--- config.mk ---
export PLATFORM = sky130hd
export DESIGN_NAME = slice_rr_scheduler
export DESIGN_NICKNAME = d
export VERILOG_FILES = /design/src/rtl/slice_sched_pkg.sv /design/src/rtl/slice_rr_scheduler_rr_pick.sv /design/src/rtl/slice_rr_scheduler.sv
export SDC_FILE = /design/constraint.sdc
export NUM_CORES = 1
export LEC_CHECK = 0
export ABC_AREA = 1
export BUFFER_PORTS_ARGS = -buffer_cell sky130_fd_sc_hd__buf_2
export CORE_UTILIZATION = 35
export DETAILED_ROUTE_END_ITERATION = 6
export GPL_ROUTABILITY_DRIVEN = 0
export SLEW_MARGIN = 20
export SYNTH_ARGS = -nofsm -noshare
export SYNTH_HDL_FRONTEND = slang
export SYNTH_SLANG_ARGS = --single-unit
--- constraint.sdc ---
create_clock -name clk -period 2.7 [get_ports clk]
set_input_delay 0.27 -clock clk [delete_from_list [all_inputs] [get_ports clk]]
set_output_delay 0.27 -clock clk [all_outputs]
set_load 0.1 [all_outputs]
--- src/rtl/slice_sched_pkg.sv ---
// Shared types and width helpers for the time-sliced round-robin scheduler.
//   state_e  : scheduler FSM states
//   width_of : max(1, $clog2(x)), the width of an index or counter over x values
package slice_sched_pkg;

  typedef enum logic [1:0] {
    IDLE    = 2'd0,
    GRANT   = 2'd1,
    HANDOFF = 2'd2
  } state_e;

  // A single-value range still needs a 1-bit field.
  function automatic int unsigned width_of(input int unsigned x);
    return (x <= 32'd2) ? 32'd1 : 32'($clog2(x));
  endfunction

endpackage

--- src/rtl/slice_rr_scheduler_rr_pick.sv ---
// Round-robin request picker (combinational).
//   req : per-requester request vector
//   ptr : highest-priority index for this pick
//   idx : first requester at or above ptr, wrapping to 0 if none above
//   any : at least one request is present
module rr_pick
  import slice_sched_pkg::*;
#(
  parameter int unsigned N = 4
) (
  input  logic [N-1:0]           req,
  input  logic [width_of(N)-1:0] ptr,
  output logic [width_of(N)-1:0] idx,
  output logic                   any
);

  localparam int unsigned IW = width_of(N);

  logic          hi_hit;
  logic [IW-1:0] hi_idx;
  logic [IW-1:0] lo_idx;

  // Scan downward so the last hit written is the lowest index:
  // lo_idx is the lowest request overall, hi_idx the lowest at/above ptr.
  always_comb begin
    hi_hit = 1'b0;
    hi_idx = '0;
    lo_idx = '0;
    for (int i = int'(N) - 1; i >= 0; i--) begin
      if (req[i]) begin
        lo_idx = IW'(i);
        if (IW'(i) >= ptr) begin
          hi_hit = 1'b1;
          hi_idx = IW'(i);
        end
      end
    end
  end

  assign idx = hi_hit ? hi_idx : lo_idx;
  assign any = |req;

endmodule

--- src/rtl/slice_rr_scheduler.sv ---
// Time-sliced round-robin arbiter for one shared datapath resource.
//   clk, rst_n : clock, asynchronous active-low reset
//   enable     : allows new grants; low lets the current owner finish
//   req        : per-requester level request
//   gnt        : registered one-hot grant, zero when no owner
//   gnt_vld    : registered, |gnt
//   gnt_id     : registered owner index, zero when no owner
//   slice_cnt  : registered cycles already used by the owner
//   expire     : combinational, high during the owner's last permitted cycle
module slice_rr_scheduler
  import slice_sched_pkg::*;
#(
  parameter int unsigned N     = 4,
  parameter int unsigned SLICE = 8
) (
  input  logic                       clk,
  input  logic                       rst_n,
  input  logic                       enable,
  input  logic [N-1:0]               req,
  output logic [N-1:0]               gnt,
  output logic                       gnt_vld,
  output logic [width_of(N)-1:0]     gnt_id,
  output logic [width_of(SLICE)-1:0] slice_cnt,
  output logic                       expire
);

  localparam int unsigned   IW      = width_of(N);
  localparam int unsigned   CW      = width_of(SLICE);
  localparam logic [CW-1:0] LAST    = CW'(SLICE - 1);
  localparam logic [IW-1:0] LAST_ID = IW'(N - 1);
  localparam logic [N-1:0]  ONE     = N'(1);

  state_e        state;
  state_e        state_d;
  logic [N-1:0]  gnt_d;
  logic [IW-1:0] gnt_id_d;
  logic [CW-1:0] cnt_d;
  logic          vld_d;
  logic [IW-1:0] ptr;
  logic [IW-1:0] ptr_d;
  logic [IW-1:0] pick_idx;
  logic          any;
  logic          owner_req;
  logic          at_last;

  rr_pick #(.N(N)) u_pick (
    .req (req),
    .ptr (ptr),
    .idx (pick_idx),
    .any (any)
  );

  assign owner_req = req[gnt_id];
  assign at_last   = (slice_cnt == LAST);

  // A release in the last cycle wins over expiry, so expire stays low then.
  assign expire = (state == GRANT) && owner_req && at_last;

  // Next-state and next-output logic.
  always_comb begin
    state_d  = state;
    gnt_d    = gnt;
    gnt_id_d = gnt_id;
    cnt_d    = slice_cnt;
    vld_d    = gnt_vld;
    ptr_d    = ptr;
    case (state)
      IDLE, HANDOFF: begin
        if (enable && any) begin
          state_d  = GRANT;
          gnt_d    = ONE << pick_idx;
          gnt_id_d = pick_idx;
          cnt_d    = '0;
          vld_d    = 1'b1;
        end else begin
          state_d  = IDLE;
          gnt_d    = '0;
          gnt_id_d = '0;
          cnt_d    = '0;
          vld_d    = 1'b0;
        end
      end
      GRANT: begin
        if (!owner_req || at_last) begin
          state_d  = HANDOFF;
          gnt_d    = '0;
          gnt_id_d = '0;
          cnt_d    = '0;
          vld_d    = 1'b0;
          ptr_d    = (gnt_id == LAST_ID) ? '0 : gnt_id + IW'(1);
        end else begin
          cnt_d = slice_cnt + CW'(1);
        end
      end
      default: begin
        state_d  = IDLE;
        gnt_d    = '0;
        gnt_id_d = '0;
        cnt_d    = '0;
        vld_d    = 1'b0;
      end
    endcase
  end

  // State and output registers.
  always_ff @(posedge clk or negedge rst_n) begin
    if (!rst_n) begin
      state     <= IDLE;
      gnt       <= '0;
      gnt_vld   <= 1'b0;
      gnt_id    <= '0;
      slice_cnt <= '0;
      ptr       <= '0;
    end else begin
      state     <= state_d;
      gnt       <= gnt_d;
      gnt_vld   <= vld_d;
      gnt_id    <= gnt_id_d;
      slice_cnt <= cnt_d;
      ptr       <= ptr_d;
    end
  end

endmodule

# Yosys cells after proc, flatten, opt, wreduce, memory -nomap -nowiden

Cells that the tools add are included.

Latch bits: 0
Output and inout port bits: 11
Memory bits (read-only): 0
Memories kept: 0
Register bits: 14
Logic and storage cells: 66
RAM bits: 0

Multipliers: 0
Magnitude comparators: 5
Reductions and logical operators: 9
Shift-type cells: 1
Divide/modulo/power cells: 0
Bitwise operators: 0
Multiplexer cells: 38
Add/subtract/negate cells: 2
Equality and inequality tests: 5

Operators with widths:

| cell                                                                    | number |
|---|---|
| 2-bit 2-to-1 mux                                                        | 17 |
| 1-bit 2-to-1 mux                                                        | 12 |
| 4-bit 2-to-1 mux                                                        | 2 |
| 2-bit one-hot mux with 2 select lines                                   | 2 |
| 4-bit one-hot mux with 2 select lines                                   | 1 |
| 3-bit 2-to-1 mux                                                        | 2 |
| 2-bit == test, second input constant                                    | 2 |
| 1-bit by 2-bit >= comparator with 1-bit output, first input constant    | 2 |
| 2-bit >= comparator, first input constant                               | 2 |
| 4-bit OR reduction                                                      | 1 |
| 1-bit by 2-bit << shifter with 4-bit output, first input constant       | 1 |
| 3-bit by 1-bit adder with 3-bit output, second input constant           | 1 |
| 3-bit == test, second input constant                                    | 1 |
| 1-bit logical AND                                                       | 3 |
| 2-bit by 3-bit < comparator with 1-bit output, second input constant    | 1 |
| 2-bit by 1-bit adder with 2-bit output, second input constant           | 1 |
| 1-bit binary-select mux with 2-bit select                               | 1 |
| 2-bit by 1-bit == test with 1-bit output, second input constant         | 1 |
| 2-bit zero test                                                         | 1 |
| 2-bit by 1-bit inequality test with 1-bit output, second input constant | 1 |
| 1-bit one-hot mux with 2 select lines                                   | 1 |
| 2-bit AND reduction                                                     | 1 |
| 2-bit OR reduction                                                      | 1 |
| 1-bit zero test                                                         | 1 |
| 1-bit logical OR                                                        | 1 |

# Depth between registers and ports, before layout

Gate-level depths: netlist of the first run.

Depth in word-level cells: 13
Gate-level depth with buffers: 9
Gate-level depth less buffers: 9

# By module

From an unflattened synthesis of the first run, not the netlist that was laid out.

Cells, all modules: 95
Area, all modules: 732.0 um2

Modules (own cells, without submodules):

| module             | times used | cells an instance | area an instance (um2) |
|---|---|---|---|
| slice_rr_scheduler | 1          | 75                | 650.6 |
| rr_pick            | 1          | 20                | 81.3 |

# Least setup slack after synthesis of the first run

Ideal clock, no wire load.

Path kind: reg-to-output
Start: reg slice_cnt[0]
End: out expire
Stages on the path, launching flop included: 4
Buffers on the path: 0
Data arrival time: 4.606 ns
Required time: 2.430 ns
Path slack: -2.176 ns
Path through: dfrtp_1 > ha_1 > ha_1 > nor4b_1

Word-level cells in the longest chain between the ends: 2

RTL lines:

| element                | RTL line                  | RTL |
|---|---|---|
| from (decl)            | slice_rr_scheduler.sv:23  | `output logic [width_of(SLICE)-1:0] slice_cnt,` |
| from (signal assigned) | slice_rr_scheduler.sv:119 | `slice_cnt <= cnt_d;` |
| 3-bit == test          | slice_rr_scheduler.sv:54  | `assign at_last = (slice_cnt == LAST);` |
| 1-bit logical AND      | slice_rr_scheduler.sv:57  | `assign expire = (state == GRANT) && owner_req && at_last;` |
| to (decl)              | slice_rr_scheduler.sv:24  | `output logic expire` |

No other way between the ends.

# Worst setup path after layout of the first run

Same ends and word-level chain as after synthesis.

==> results of run 1 <==
## metal layers
layer / global-route usage / part of all wire / up-vias
met5: 0 / 0 / -
met4: 0.0441 / 0 / 0
met3: 0.0374 / 0.037 / 0
met2: 0.229 / 0.45 / 12
met1: 0.205 / 0.51 / 287
li1: - / - / 335
## cell usage in the layout (no fill, tap or decap), types with 2 or more instances in the layout
cell type  count
ha_1           3
dfrtp_1       12
nand2_1       28
dfrtp_2        2
nand3_2        3
nor2_1         5
buf_2         17
inv_2          2
nand3_1       11
nor2_2         3
inv_1         11
clkbuf_4       3
nand2_4        2
o21ai_2        2
## kinds of logic (layout without fill, tap and decap cells)
logic type / Yosys count / count (layout) / synth area share
adders and majority gates: 3 / 3 / 0.0485
AOI/OAI and AO/OA: 4 / 4 / 0.0356
and+or+nand+nor: 57 / 57 / 0.392
buffers and inverters: 14 / 36 / 0.0712
DFF: 14 / 14 / 0.453
## per-stage QoR
stage / cells / setup slack, ps
2_1_floorplan: 92 / 13.0
3_3_place_gp: 136 / 988
3_5_place_dp: 136 / 965
4_1_cts: 141 / 652
5_1_grt: 141 / 589
6_report: 141 / 675
## power groups by stage
stage               sequential [mW]  clock [mW]  combinational [mW]
CTS                           0.330       0.155               0.657
global placement              0.331           0               0.650
detailed placement            0.334           0               0.654
global route                  0.341       0.163               0.703
finish                        0.329       0.148               0.652
floorplan                     0.612           0               0.265
## sequential cells by signal (all words and copies together) (netlist names)
name	count
state	2
ptr	2
gnt_id	2
gnt_vld	1
slice_cnt	3
gnt	4
## repair_timing
action,in CTS,in global routing
buffers inserted,0,0
hold buffers,1,0
endpoints found under the hold margin,14,0
endpoints found under the setup margin,0,0
## final timing paths
path | end | from | cells past startpoint | slack, ps
worst max-delay path | expire | slice_cnt[0]$_DFF_PN0_ | 4 | 670
worst min-delay path | state[0]$_DFFE_PN0P_ | enable | 3 | 330
worst max register to register | gnt_id[0]$_DFFE_PN0P_ | slice_cnt[0]$_DFF_PN0_ | 5 | 1300
worst min register to register | slice_cnt[0]$_DFF_PN0_ | slice_cnt[0]$_DFF_PN0_ | 1 | 450
max in group asynchronous | slice_cnt[1]$_DFF_PN0_ | rst_n | 2 | 2030
min in group asynchronous | gnt_id[0]$_DFFE_PN0P_ | rst_n | 2 | 410
## worst max-delay path: stages (launching register included)
cell     delay [ps]
dfrtp_2         390
ha_1            150
ha_1            270
nor4b_4         220
buf_2           460
## layout make-up
cell class,instances,share of cell area
Timing Repair Buffer,18,0.0995
Tap cell,27,0.0353
Multi-Input combinational cell,64,0.401
Sequential cell,14,0.369
Clock buffer,4,0.0380
Inverter,14,0.0576
==> impl_metrics.py, run 1 <==
metrics = {
    "timing": {
        "final.setup.tns_ps": 0,
        "hold_viol": 0,
        "max_freq_mhz": 494,
        "whs_ps": 328,
        "setup_viol": 0,
        "maxSlewViolCount": 0,
        "min_period_ps": 2030,
        "rsz0062_at_grt": "false",
        "fin_crit_sh": 0.750,
        "fin_skew_ps": 0.623,
        "worst_slew_pin_slew_ps": 488,
        "relSlewSlack": 0.677,
    },
    "grt": {
        "grt_pass1_vias": 631,
        "antenna_found_initial": 0,
        "grt_start_max_net_pins": 15,
        "grt_overflow": 0,
        "track_usage": 0.149,
        "grt_pass1_wl_microns": 2730,
    },
    "logic_synthesis": {
        "ys_ff_latch": 14,
        "async_flop_share": 1.00,
        "ys_dominant_reg_cell": "dfrtp_1",
        "yosysWarnings": 0,
        "synth_edf_count": 0,
        "synth.distinct_cells": 19,
        "synth_most_common_cell": "nand2_1",
        "avgSynthCellArea_sq_um": 8.40,
        "syn_inst": 92,
        "synth_top_area_frac": 0.453,
        "yosys-top-cells-count": "nand2_1, dfrtp_1, inv_1, nand3_1, nor2_1",
        "syn-cell-area_sq_um": 773,
        "synth-seq-area-share": 0.453,
        "yosys.area.top_type": "dfrtp_1",
        "syn_nets": 102,
        "synthTopCellsByArea": "dfrtp_1, nand2_1, nand3_1, inv_1, ha_1",
    },
    "critical_path": {
        "crit_type": "reg -> out",
        "cp.arrival_ps": 1760,
        "crit_required_ps": 2430,
        "worst_setup_path_end_kind": "output pin",
        "crit_fanout": 3,
        "crit_path_start_kind": "flop",
    },
    "placed_design": {
        "place_area_sq_um": 910,
        "io_buffers": 17,
        "hpwl_microns": 1160,
    },
    "flow_run": {
        "drv_cap": 0,
    },
    "power_and_ir_drop": {
        "p_clk_frac": 0.131,
        "sw_frac_of_total": 0.570,
        "powerDensity_nw_per_um2": 1180,
        "seqPwrFrac": 0.291,
        "ir_worst_vdd_mv": 0.600,
        "switching_power_mw": 0.643,
        "internal-power_mw": 0.486,
        "combPwrFrac": 0.577,
        "power.leakage_nw": 0.545,
        "total_power_mw": 1.13,
    },
    "clocking": {
        "cts.repair.resized": 0,
        "clk_latency_ps": 270,
        "htree_num_levels": 1,
        "cts_sinks": 14,
        "cts_buffers": 3,
        "cts-root-buf": "clkbuf_4",
        "clkSlewWorstSetupHoldPaths_ps": 80,
        "cts_buffer_depth": 2,
        "cts_tree": "built",
    },
    "final_layout": {
        "utilization": 0.473,
        "antenna_cells": 0,
        "fin_area_sq_um": 956,
        "fin_nets": 125,
        "drive_above_1_share": 0.351,
        "seqCellArea_sq_um": 353,
        "syn2layout_area_growth_pct": 23.6,
        "nFillCells": 203,
        "multi_input_area_sq_um": 383,
    },
    "route": {
        "drc_errors": 0,
        "drtIter0Drc": 5,
        "routed_wl_microns": 1480,
        "firstDrtPassIters": 4,
        "ant_nets": 0,
        "wl_per_cell_microns": 10.5,
        "num_vias": 634,
        "routed_via_density": 4.50,
    },
    "die": {
        "io_pins": 18,
        "rows": 16,
        "die_w_microns": 49,
        "chipHeight_microns": 49,
        "dieArea_sq_um": 2400,
        "core_area_sq_um": 2020,
        "start_util": 0.382,
    },
    "hold_path": {
        "hold_class": "in -> reg",
    },
    "status": {
        "status": "completed",
    },
}
Note: power is estimated with default switching activity, not from simulation.
==> run 2, diff against run 1 <==
- clock period: 2.7 -> 2 ns (I/O delays scaled with it)
==> run 2 against run 1 <==
Clock skew up 9.9 ps. Combinational power up 36%. Count of clock-buffer cells in the layout unchanged. First-iteration DRC count unchanged. Worst setup slack worse by 500 ps. Flip-flop and latch count unchanged. Critical endpoint unchanged.
==> impl_metrics.py, run 2 (synthesis gave the netlist of run 1 again) <==
metrics = {
    "critical_path": {
        "r2r_cells": 5,
        "crit_chain": "inv_2 -> nand2_1 -> nand3_2 -> nand2_4 -> nor4b_4 -> buf_12",
        "crit_type": "reg -> out",
        "crit_required_ps": 1800,
        "crit_buf_inv": 2,
        "slowest_stage": "dfrtp_4",
        "worst_setup_path_end_kind": "output pin",
        "critPathTopFamily": "simple AND/OR/NAND/NOR gates",
        "crit_path_start_kind": "flop",
        "cpPeakStageDelay_ps": 510,
        "r2r-start": "slice_cnt[0]$_DFF_PN0_",
        "crit_fanout": 6,
        "ff2ff_setup_slack_ps": 670,
        "cp.arrival_ps": 1630,
        "rr_endpoint": "gnt_id[0]$_DFFE_PN0P_",
    },
    "route": {
        "drc_errors": 0,
        "routed_via_density": 4.67,
        "firstDrtPassIters": 4,
        "ant_nets": 0,
        "wl_per_cell_microns": 11.5,
        "routed_wl_microns": 1620,
        "num_vias": 659,
        "drtIter0Drc": 5,
    },
    "final_layout": {
        "biggestRegsByFlops": "gnt: 4 flops, slice_cnt: 3 flops",
        "antenna_cells": 0,
        "drive_above_1_share": 0.395,
        "layout_commonest_cell": "nand2_1",
        "mostFrequentLayoutCells": "nand2_1, buf_2, inv_1, nand3_1, dfrtp_1",
        "regMostFlops": "gnt",
        "nFillCells": 211,
        "fin_nets": 125,
        "largest_register_ffs": 4,
        "syn2layout_area_growth_pct": 30.6,
    },
    "clocking": {
        "clk_latency_ps": 290,
        "cts_tree": "built",
        "cts.repair.resized": 0,
        "clkSlewWorstSetupHoldPaths_ps": 90,
        "cts_buffer_depth": 2,
        "htree_num_levels": 1,
        "cts-root-buf": "clkbuf_4",
        "cts_buffers": 3,
        "cts_sinks": 14,
    },
    "power_and_ir_drop": {
        "ir_worst_vdd_mv": 0.907,
        "powerDensity_nw_per_um2": 1540,
        "power.leakage_nw": 0.536,
    },
    "timing": {
        "fin_crit_sh": 0.914,
        "setup_viol": 0,
        "hold_viol": 0,
        "rsz0062_at_grt": "false",
        "worst_slew_pin_slew_ps": 488,
        "max_freq_mhz": 547,
        "relSlewSlack": 0.677,
        "min_period_ps": 1830,
        "whs_ps": 242,
        "fin_skew_ps": 10.5,
        "final.setup.tns_ps": 0,
        "maxSlewViolCount": 0,
    },
    "die": {
        "rows": 16,
        "io_pins": 18,
        "core_area_sq_um": 2020,
        "dieArea_sq_um": 2400,
        "start_util": 0.382,
        "chipHeight_microns": 49,
        "die_w_microns": 49,
    },
    "placed_design": {
        "hpwl_microns": 1260,
        "io_buffers": 17,
    },
    "hold_path": {
        "min_path_cells": 3,
        "hp-start": "enable",
        "hold_class": "in -> reg",
        "whs_endpoint": "state[0]$_DFFE_PN0P_",
    },
    "grt": {
        "track_usage": 0.157,
        "grt_pass1_wl_microns": 2790,
        "antenna_found_initial": 0,
        "grt_overflow": 0,
        "grt_start_max_net_pins": 15,
        "grt_pass1_vias": 647,
    },
    "flow_run": {
        "drv_cap": 0,
    },
    "status": {
        "status": "completed",
    },
}
run 2: per-stage QoR:
stage	power [mW]	setup WS, ps	cell area, sq um	std cells	util
after floorplan	1.21	-241	830	92	-
after global placement	1.35	516	963	136	0.476
after detailed placement	1.36	486	963	136	0.476
after CTS	1.58	144	1010	141	0.499
after global routing	1.66	104	1010	141	0.499
final	1.56	172	1010	141	0.499
run 2: power breakdown:
| group | internal, mW | leakage [nW] | switching [mW] |
|---|---|---|---|
| registers | 0.388 | 0.177 | 0.0781 |
| clock network | 0.111 | 0.0210 | 0.0955 |
| logic | 0.176 | 0.339 | 0.711 |
| total | 0.675 | 0.536 | 0.884 |
run 2: timing repair:
action,CTS,global route
buffers inserted,0,0
endpoints found under the hold margin,14,0
hold buffers,1,0
run 2: cell type report:
cell class,count,area (sq um),area share
inverters,14,55.1,0.0545
clock buffers,4,36.3,0.0359
multi-input cells,64,408,0.404
well taps,27,33.8,0.0335
flip-flops and latches,14,367,0.363
repair buffers,18,110,0.109
run 2: layer usage:
metal	part of all wire	GRT usage	vias up
met5	0	0	-
met4	0.020	0.0686	0
met3	0.039	0.0561	4
met2	0.47	0.241	14
met1	0.47	0.198	305
li1	-	-	336
run 2: worst max path at each step:
stage | startpoint | to | slack, ps | cells past startpoint
after global placement | gnt_id[0]$_DFFE_PN0P_ | expire | 520 | 6
after floorplan | gnt_id[0]$_DFFE_PN0P_ | expire | -240 | 5
after global routing | gnt_id[0]$_DFFE_PN0P_ | expire | 100 | 6
after CTS | gnt_id[0]$_DFFE_PN0P_ | expire | 140 | 6
final | gnt_id[0]$_DFFE_PN0P_ | expire | 170 | 6
after detailed placement | gnt_id[0]$_DFFE_PN0P_ | expire | 490 | 6
run 2: tightest hold or removal path, delay by kind of cell:
family / cells / cell delay [ps]
simple gates: 2 / 200
buf+inv: 1 / 100
